### config.mk
export PLATFORM = sky130hd
export DESIGN_NAME = mux8_arbiter
export DESIGN_NICKNAME = d
export VERILOG_FILES = /design/src/rtl/mux8_arbiter.sv
export SDC_FILE = /design/constraint.sdc
export NUM_CORES = 1
export LEC_CHECK = 0
export ABC_AREA = 1
export BUFFER_PORTS_ARGS = -buffer_cell sky130_fd_sc_hd__buf_2
export CAP_MARGIN = 20
export CELL_PAD_IN_SITES_DETAIL_PLACEMENT = 1
export CELL_PAD_IN_SITES_GLOBAL_PLACEMENT = 2
export CORE_MARGIN = 1
export CORE_UTILIZATION = 20
export DETAILED_ROUTE_END_ITERATION = 16
export PLACE_DENSITY = 0.95
export SYNTH_ARGS = -nofsm -noshare
export SYNTH_HDL_FRONTEND = slang
export SYNTH_SLANG_ARGS = --single-unit
### constraint.sdc
create_clock -name clk -period 4.65 [get_ports clk]
set_clock_uncertainty 0.1 [all_clocks]
set_input_delay 0.465 -clock clk [delete_from_list [all_inputs] [get_ports clk]]
set_output_delay 0.465 -clock clk [all_outputs]
set_load 0.03 [all_outputs]
### src/rtl/mux8_arbiter.sv
// mux8_arbiter: round-robin 8:1 burst arbiter with registered grant/select
// and a combinational data mux driven from the registered select.
module mux8_arbiter #(
    parameter int WIDTH     = 16,
    parameter int MAX_BURST = 4
) (
    input  logic               clk,
    input  logic               rst,
    input  logic [7:0]         req,
    input  logic [8*WIDTH-1:0] data_in,
    input  logic               out_ready,
    output logic [7:0]         gnt,
    output logic [2:0]         sel,
    output logic [WIDTH-1:0]   out,
    output logic               out_valid,
    output logic               busy
);
    localparam int CW = MAX_BURST > 1 ? $clog2(MAX_BURST) : 1;
    localparam logic [CW-1:0] LAST = CW'(MAX_BURST - 1);
    typedef enum logic {ARB, XFER} state_t;
    state_t        state_q;
    logic [7:0]    gnt_q;
    logic [2:0]    sel_q, ptr_q, win_d;
    logic [CW-1:0] cnt_q;
    // Scan downward so the requester closest to ptr (searching upward) wins last.
    always_comb begin
        win_d = ptr_q;
        for (int k = 7; k >= 0; k--)
            if (req[ptr_q + 3'(k)]) win_d = ptr_q + 3'(k);
    end
    always_ff @(posedge clk) begin
        if (rst) begin
            state_q <= ARB;
            gnt_q   <= '0;
            sel_q   <= '0;
            ptr_q   <= '0;
            cnt_q   <= '0;
        end else if (state_q == ARB) begin
            gnt_q <= |req ? 8'b1 << win_d : '0;
            if (|req) begin
                sel_q   <= win_d;
                cnt_q   <= '0;
                state_q <= XFER;
            end
        end else if (!req[sel_q] || (out_ready && cnt_q == LAST)) begin
            state_q <= ARB;
            gnt_q   <= '0;
            ptr_q   <= sel_q + 3'd1;
        end else if (out_ready) begin
            cnt_q <= cnt_q + 1'b1;
        end
    end
    assign gnt       = gnt_q;
    assign sel       = sel_q;
    assign busy      = state_q == XFER;
    assign out_valid = busy && req[sel_q];
    assign out       = data_in[sel_q*WIDTH +: WIDTH];
endmodule

==> qor.csv, run 1 <==
metric,value,unit
grt_pass1_wl,18.5,mm
ys_top_cells_by_area,"nor2_1 (20%), o21ai_0 (15%), dfxtp_1 (13%)",
design.core.area,12200,µm²
synth.net_count,618,
h-tree-depth,1,
clk_path_buf_depth,2,
timing.fmax,348,MHz
power.density,804,nW/µm²
wire_per_inst,14.3,µm
reg2reg_slack,1.77,ns
hold_violations,0,
grt_max_degree,72,
synth_top_area_frac,0.198,
antenna_found_initial,0,
place_congestion,0.941,
final_nets,765,
crit_path_frequent_cell,nand2_1,
worstPathCellList,inv_4 -> ha_1 -> inv_2 -> nand3_1 -> nand3_2 -> nand2_2 -> inv_2 -> nand2_1 -> nand2_1 -> nand2_1 -> nand2_1 -> nand2_1 -> nand3_1 -> nand2_2 -> inv_1 -> nand2_1 -> nor2_1 -> nor2_1 -> nor2_1,
ys.flop_type,dfxtp_1,
clock-root-buffer,clkbuf_16,
grt_usage,0.175,
floorplan.initialDensity,0.209,
avgSynthCellArea,5.34,µm²
maxSlewViolCount,0,
whs,0.368,ns
relSlewSlack,0.319,
netlist_area,2540,µm²
cts_setup_buffers,0,
critPathLaunchType,register,
overflow,0,
async_flop_share,0,
placed_cell_area,3470,µm²
max_stage_delay,0.59,ns
die_w,115,µm
fin_util,0.292,
fin_crit,2.88,ns
dp_hpwl,9.19,mm
cts_resized,0,
ctsHoldBuffers,0,
holdCritPathClass,register to register,
insertion_delay,0.25,ns
pre_cts_slack,1.80,ns
cpLargestDelayFamily,simple AND/OR/NAND/NOR gates,
vdd_drop_max,0.268,mV
synth_warnings,0,
final_layout_size_suffix_gt1_frac,0.343,
wl,11.3,mm
tritoncts,built,
status,"finished, final reports clean",
postRouteAntennaNets,0,
leakage,1.81,nW
first_iter_violations,157,
diodes,0,
cap_violations,0,
cts.sinks,17,
fillCellCount,1666,
required,4.67,ns
worstMarginPinSlew,1.02,ns
portBuffers,167,
viasPerCell,4.71,
route.detailed.drc,0,
path_class,register to register,
fin_crit_sh,0.619,
die_h,115,µm
dp_cells,785,
crit_buf_inv,4,
slowest_stage,dfxtp_1,
drt-pass1-iter-count,4,
postLayoutCellArea,3550,µm²
synth_cell_type_count,29,
ioPinCount,168,
die_area,13100,µm²
cts_buffers,3,
via_count,3720,
ys_ff_latch,17,
synth_edf_count,0,
seq_area_frac_synth,0.134,
clkTransAtPathRegs,0.05,ns
synthToLayoutAreaGrowth,40.0,%
synth_top_area_cell,nor2_1,
tns,0,ns
cp.arrival,2.90,ns
rows,40,
final_cells,789,
synth_cells,475,
path_max_fanout,11,
endpoint_kind,register,
total_power,2.85,mW
grt_pass1_vias,3925,
rsz0062_at_grt,no,
worst_slack,1.77,ns
setup_viol,0,
## cell families (layout without fill, tap and decap cells)
logic type / Yosys count / in the layout / synth area share
AND/OR/NAND/NOR: 256 / 256 / 0.438
buffers and inverters: 65 / 211 / 0.111
AO/OA/AOI/OAI: 131 / 131 / 0.287
flip-flops: 17 / 17 / 0.134
XOR/XNOR: 2 / 2 / 0.00987
adder cells (fa/ha/maj): 4 / 4 / 0.0197
## registers in the layout, indices dropped and copies added, names as in the netlist
signal and flops:
sel 3, ptr_q 3, cnt_q 2, busy 1
gnt 8
## worst reg2reg max path, delay by kind of cell (launching register included)
family / cells / cell delay, ns
adders and majority gates: 1 / 0.51
DFF: 1 / 0.59
buffers and inverters: 4 / 0.38
and+or+nand+nor: 14 / 1.15
## layout make-up
| type | count | area (µm²) | share of cell area |
|---|---|---|---|
| Inverter | 36 | 140 | 0.0395 |
| Sequential cell | 17 | 342 | 0.0962 |
| Multi-Input combinational cell | 393 | 1910 | 0.539 |
| Clock buffer | 4 | 78.8 | 0.0222 |
| Timing Repair Buffer | 171 | 866 | 0.244 |
| Tap cell | 168 | 210 | 0.0592 |
## path summary, 6_finish.rpt
kind / from / endpoint / cells past startpoint
max reg2reg: ptr_q[0]$_SDFFE_PP0P_ / gnt[0]$_SDFFE_PP0P_ / 19
max: ptr_q[0]$_SDFFE_PP0P_ / gnt[0]$_SDFFE_PP0P_ / 19
min: gnt[4]$_SDFFE_PP0P_ / gnt[4]$_SDFFE_PP0P_ / 2
min reg2reg: gnt[4]$_SDFFE_PP0P_ / gnt[4]$_SDFFE_PP0P_ / 2
## layer usage
metal  wire [µm]  global-route usage  share of wire
met1        4520               0.195           0.40
met3         446              0.0169          0.040
met4         297              0.0502          0.026
met5           0                   0              0
met2        6020               0.347           0.53
## synthesized netlist by cell type (2+ instances only)
master / number
o21ai_0: 74
inv_2: 4
nand3_2: 11
o22ai_1: 17
nor2_1: 134
a21oi_2: 5
ha_1: 4
buf_4: 2
inv_4: 2
a21oi_1: 16
dfxtp_1: 17
buf_2: 2
inv_1: 30
nand2_2: 13
a31oi_1: 16
clkbuf_1: 22
nand2_1: 66
nand3_1: 29
## cell usage in the layout, fill, tap and decap left out, types with 5 or more instances in the layout
master,count
a21oi_1,16
inv_1,29
a31oi_1,16
buf_2,167
nand2_2,13
nand3_1,29
dfxtp_1,16
nor2_1,134
nand3_2,11
nand2_1,66
a21oi_2,5
o21ai_0,74
o22ai_1,17
## where the power goes
part / switching (mW) / internal [mW]
Combinational: 1.70 / 0.735
Sequential: 0.0578 / 0.192
Clock: 0.0543 / 0.116
Total: 1.81 / 1.04
(Power assumes the default switching activity.)
==> run 2: changes to the inputs <==
==> config.mk (replaced) <==
export PLATFORM = sky130hd
export DESIGN_NAME = mux8_arbiter
export DESIGN_NICKNAME = d
export VERILOG_FILES = /design/src/rtl/mux8_arbiter.sv
export SDC_FILE = /design/constraint.sdc
export NUM_CORES = 1
export LEC_CHECK = 0
export ABC_AREA = 0
export BUFFER_PORTS_ARGS = -buffer_cell sky130_fd_sc_hd__buf_2
export CAP_MARGIN = 20
export CELL_PAD_IN_SITES_DETAIL_PLACEMENT = 1
export CELL_PAD_IN_SITES_GLOBAL_PLACEMENT = 2
export CORE_MARGIN = 1
export CORE_UTILIZATION = 25
export DETAILED_ROUTE_END_ITERATION = 16
export PLACE_DENSITY = 0.91
export SYNTH_ARGS = -nofsm -noshare
export SYNTH_HDL_FRONTEND = slang
export SYNTH_SLANG_ARGS = --single-unit
==> constraint.sdc (replaced) <==
create_clock -name clk -period 2.9 [get_ports clk]
set_clock_uncertainty 0.1 [all_clocks]
set_input_delay 0.29 -clock clk [delete_from_list [all_inputs] [get_ports clk]]
set_output_delay 0.29 -clock clk [all_outputs]
set_load 0.03 [all_outputs]
==> qor.csv, run 2 <==
metric,value,unit,change
placed_cell_area,3790,µm²,+9.3%
ys_top_cells_by_area,"mux4_2 (37%), dfxtp_1 (12%), mux2_2 (8.9%)",,
path_class,register to register,,
synth_warnings,0,,unchanged
place_congestion,0.837,,-11%
yosysMostFrequentCell,mux4_2,,
grt_usage,0.182,,+0.00701
worstHoldStart,rst,,
endpoint_kind,register,,
grt_max_degree,39,,-46%
crit_buf_inv,1,,-3
relSlewSlack,0.634,,+0.315
max_stage_delay,0.58,ns,about the same
design.core.area,10800,µm²,-11%
setup_viol,0,,unchanged
route.detailed.drc,0,,unchanged
leakage,1.65,nW,-8.7%
ioPinCount,168,,unchanged
tns,0,ns,unchanged
insertion_delay,0.25,ns,about the same
timing.fmax,360,MHz,+3.6%
status,"finished, final reports clean",,
synthToLayoutAreaGrowth,39.6,%,
ys.flop_type,dfxtp_1,,
first_iter_violations,114,,-27%
worstPathCellList,buf_6 -> mux4_1 -> mux2_4 -> or3b_1 -> nand3_1 -> nor4b_4 -> or2_4 -> o31ai_1,,
crit_start,ptr_q[1]$_SDFFE_PP0P_,,
dp_hpwl,8.54,mm,-7.1%
clock-root-buffer,clkbuf_8,,
postRouteAntennaNets,0,,unchanged
final_cell_mix,"buf_2 (167), mux4_2 (46), nand2_1 (24)",,
h-tree-depth,1,,unchanged
netlist_top_cells_count,"mux4_2 (46), nand2_1 (24), mux2_2 (22), dfxtp_1 (17)",,
portBuffers,167,,unchanged
die_h,108,µm,-6.2%
drt-pass1-iter-count,4,,unchanged
largest_reg_flops,8,,unchanged
final_layout_size_suffix_gt1_frac,0.662,,+0.319
ctsHoldBuffers,0,,unchanged
cp.arrival,2.84,ns,-0.06 ns
synth_edf_count,0,,unchanged
slowest_stage,mux4_1,,
viasPerCell,5.39,,+14%
holdCritPathClass,input port to register,,
async_flop_share,0,,unchanged
rsz0062_at_grt,no,,
dp_cells,547,,-30%
power.density,612,nW/µm²,-24%
overflow,0,,unchanged
maxSlewViolCount,0,,unchanged
floorplan.initialDensity,0.257,,+0.0484
vdd_drop_max,0.284,mV,+6.1%
worstMarginPinSlew,0.548,ns,-0.472 ns
die_w,108,µm,-6.2%
avgSynthCellArea,11.1,µm²,+110%
die_area,11600,µm²,-12%
final_nets,555,,-27%
netlist_area,2790,µm²,+9.8%
fin_crit,2.78,ns,-0.100 ns
synth_top_area_frac,0.372,,+0.174
cap_violations,0,,unchanged
critPathLaunchType,register,,
grt_pass1_vias,3250,,-17%
synth_cell_type_count,50,,+72%
clkTransAtPathRegs,0.07,ns,+0.02 ns
clk_path_buf_depth,2,,unchanged
final_cells,551,,-30%
fillCellCount,1289,,-23%
required,2.96,ns,-1.71 ns
postLayoutCellArea,3890,µm²,+9.5%
synth.net_count,394,,-36%
synth_cells,251,,-47%
reg2reg_from,ptr_q[1]$_SDFFE_PP0P_,,
diodes,0,,unchanged
path_max_fanout,22,,+11
via_count,2969,,-20%
wl,10.4,mm,-8.2%
seq_area_frac_synth,0.122,,-0.0120
wire_per_inst,18.8,µm,+32%
ys_ff_latch,17,,unchanged
antenna_found_initial,0,,unchanged
grt_pass1_wl,16.4,mm,-12%
synth_top_area_cell,mux4_2,,
hold_violations,0,,unchanged
fin_crit_sh,0.957,,+0.339
cpLargestDelayFamily,multiplexers,,
cts.sinks,17,,unchanged
final_common_cell,buf_2,,
tritoncts,built,,
cts_buffers,3,,unchanged
rows,38,,-5.0%
==> run 2: cell types whose count changed in the layout (fill, tap and decap cells not counted), sizes merged, moves of 9 or more <==
cell / previous run / this run
mux2i: 0 / 15
o22ai: 17 / 1
a31oi: 16 / 0
a21oi: 21 / 10
inv: 35 / 5
nand3: 40 / 4
mux2: 0 / 26
nand2: 79 / 24
nor2: 136 / 14
mux4: 0 / 48
o21ai: 74 / 5
buf: 171 / 180
==> run 2: cells by family after synthesis <==
| group | count (synthesis) | synth area share |
|---|---|---|
| adders and majority gates | 4 | 0.0180 |
| buffers and inverters | 29 | 0.0530 |
| DFF | 17 | 0.122 |
| xor gates and xnor gates | 6 | 0.0216 |
| AOI/OAI and AO/OA | 45 | 0.117 |
| and+or+nand+nor | 61 | 0.109 |
| muxes | 89 | 0.560 |
==> run 2: area by class of cell <==
type | instances | area [µm²] | share of cell area
Multi-Input combinational cell | 205 | 2340 | 0.602
Timing Repair Buffer | 180 | 966 | 0.248
Sequential cell | 17 | 343 | 0.0882
Tap cell | 140 | 175 | 0.0451
Clock buffer | 3 | 41.3 | 0.0106
Inverter | 5 | 18.8 | 0.00483
Clock inverter | 1 | 5.00 | 0.00129
==> run 2: through the flow <==
stage	hold slack, ns	total power [mW]	setup slack [ns]	utilization
after global routing	0.276	2.53	0.0148	0.359
after CTS	0.265	2.36	0.0519	0.355
final	0.272	2.38	0.124	0.359
after global placement	0.335	2.12	0.123	0.350
after detailed placement	0.348	2.17	-0.00552	0.350
after floorplan	0.381	1.67	0.0260	-
==> run 2: final timing paths <==
path                                         endpoint  slack [ns]  cells after the start
worst max-delay path              gnt[2]$_SDFFE_PP0P_        0.12                      8
worst min-delay path            ptr_q[1]$_SDFFE_PP0P_        0.27                      2
worst max register to register    gnt[2]$_SDFFE_PP0P_        0.12                      8
worst min register to register    gnt[5]$_SDFFE_PP0P_        0.36                      2
==> run 2: repair_timing <==
| item | 4_1_cts | 5_1_grt |
|---|---|---|
| setup endpoints to repair | 2 | 10 |
| pin swaps | 0 | 0 |
| cloned | 0 | 0 |
| resized for setup | 2 | 8 |
| buffers inserted | 0 | 0 |
==> run 2: power by group <==
part / internal (mW) / switching (mW) / leakage [nW]
clock network: 0.0953 / 0.0843 / 0.0255
logic: 0.875 / 0.999 / 1.49
registers: 0.275 / 0.0520 / 0.140
total: 1.24 / 1.14 / 1.65
==> run 2: routing by layer <==
metal / vias up / GRT usage / share of wire
met3: 18 / 0.0315 / 0.056
met5: - / 0 / 0
li1: 1338 / - / -
met2: 124 / 0.344 / 0.55
met4: 0 / 0.0577 / 0.024
met1: 1489 / 0.204 / 0.37
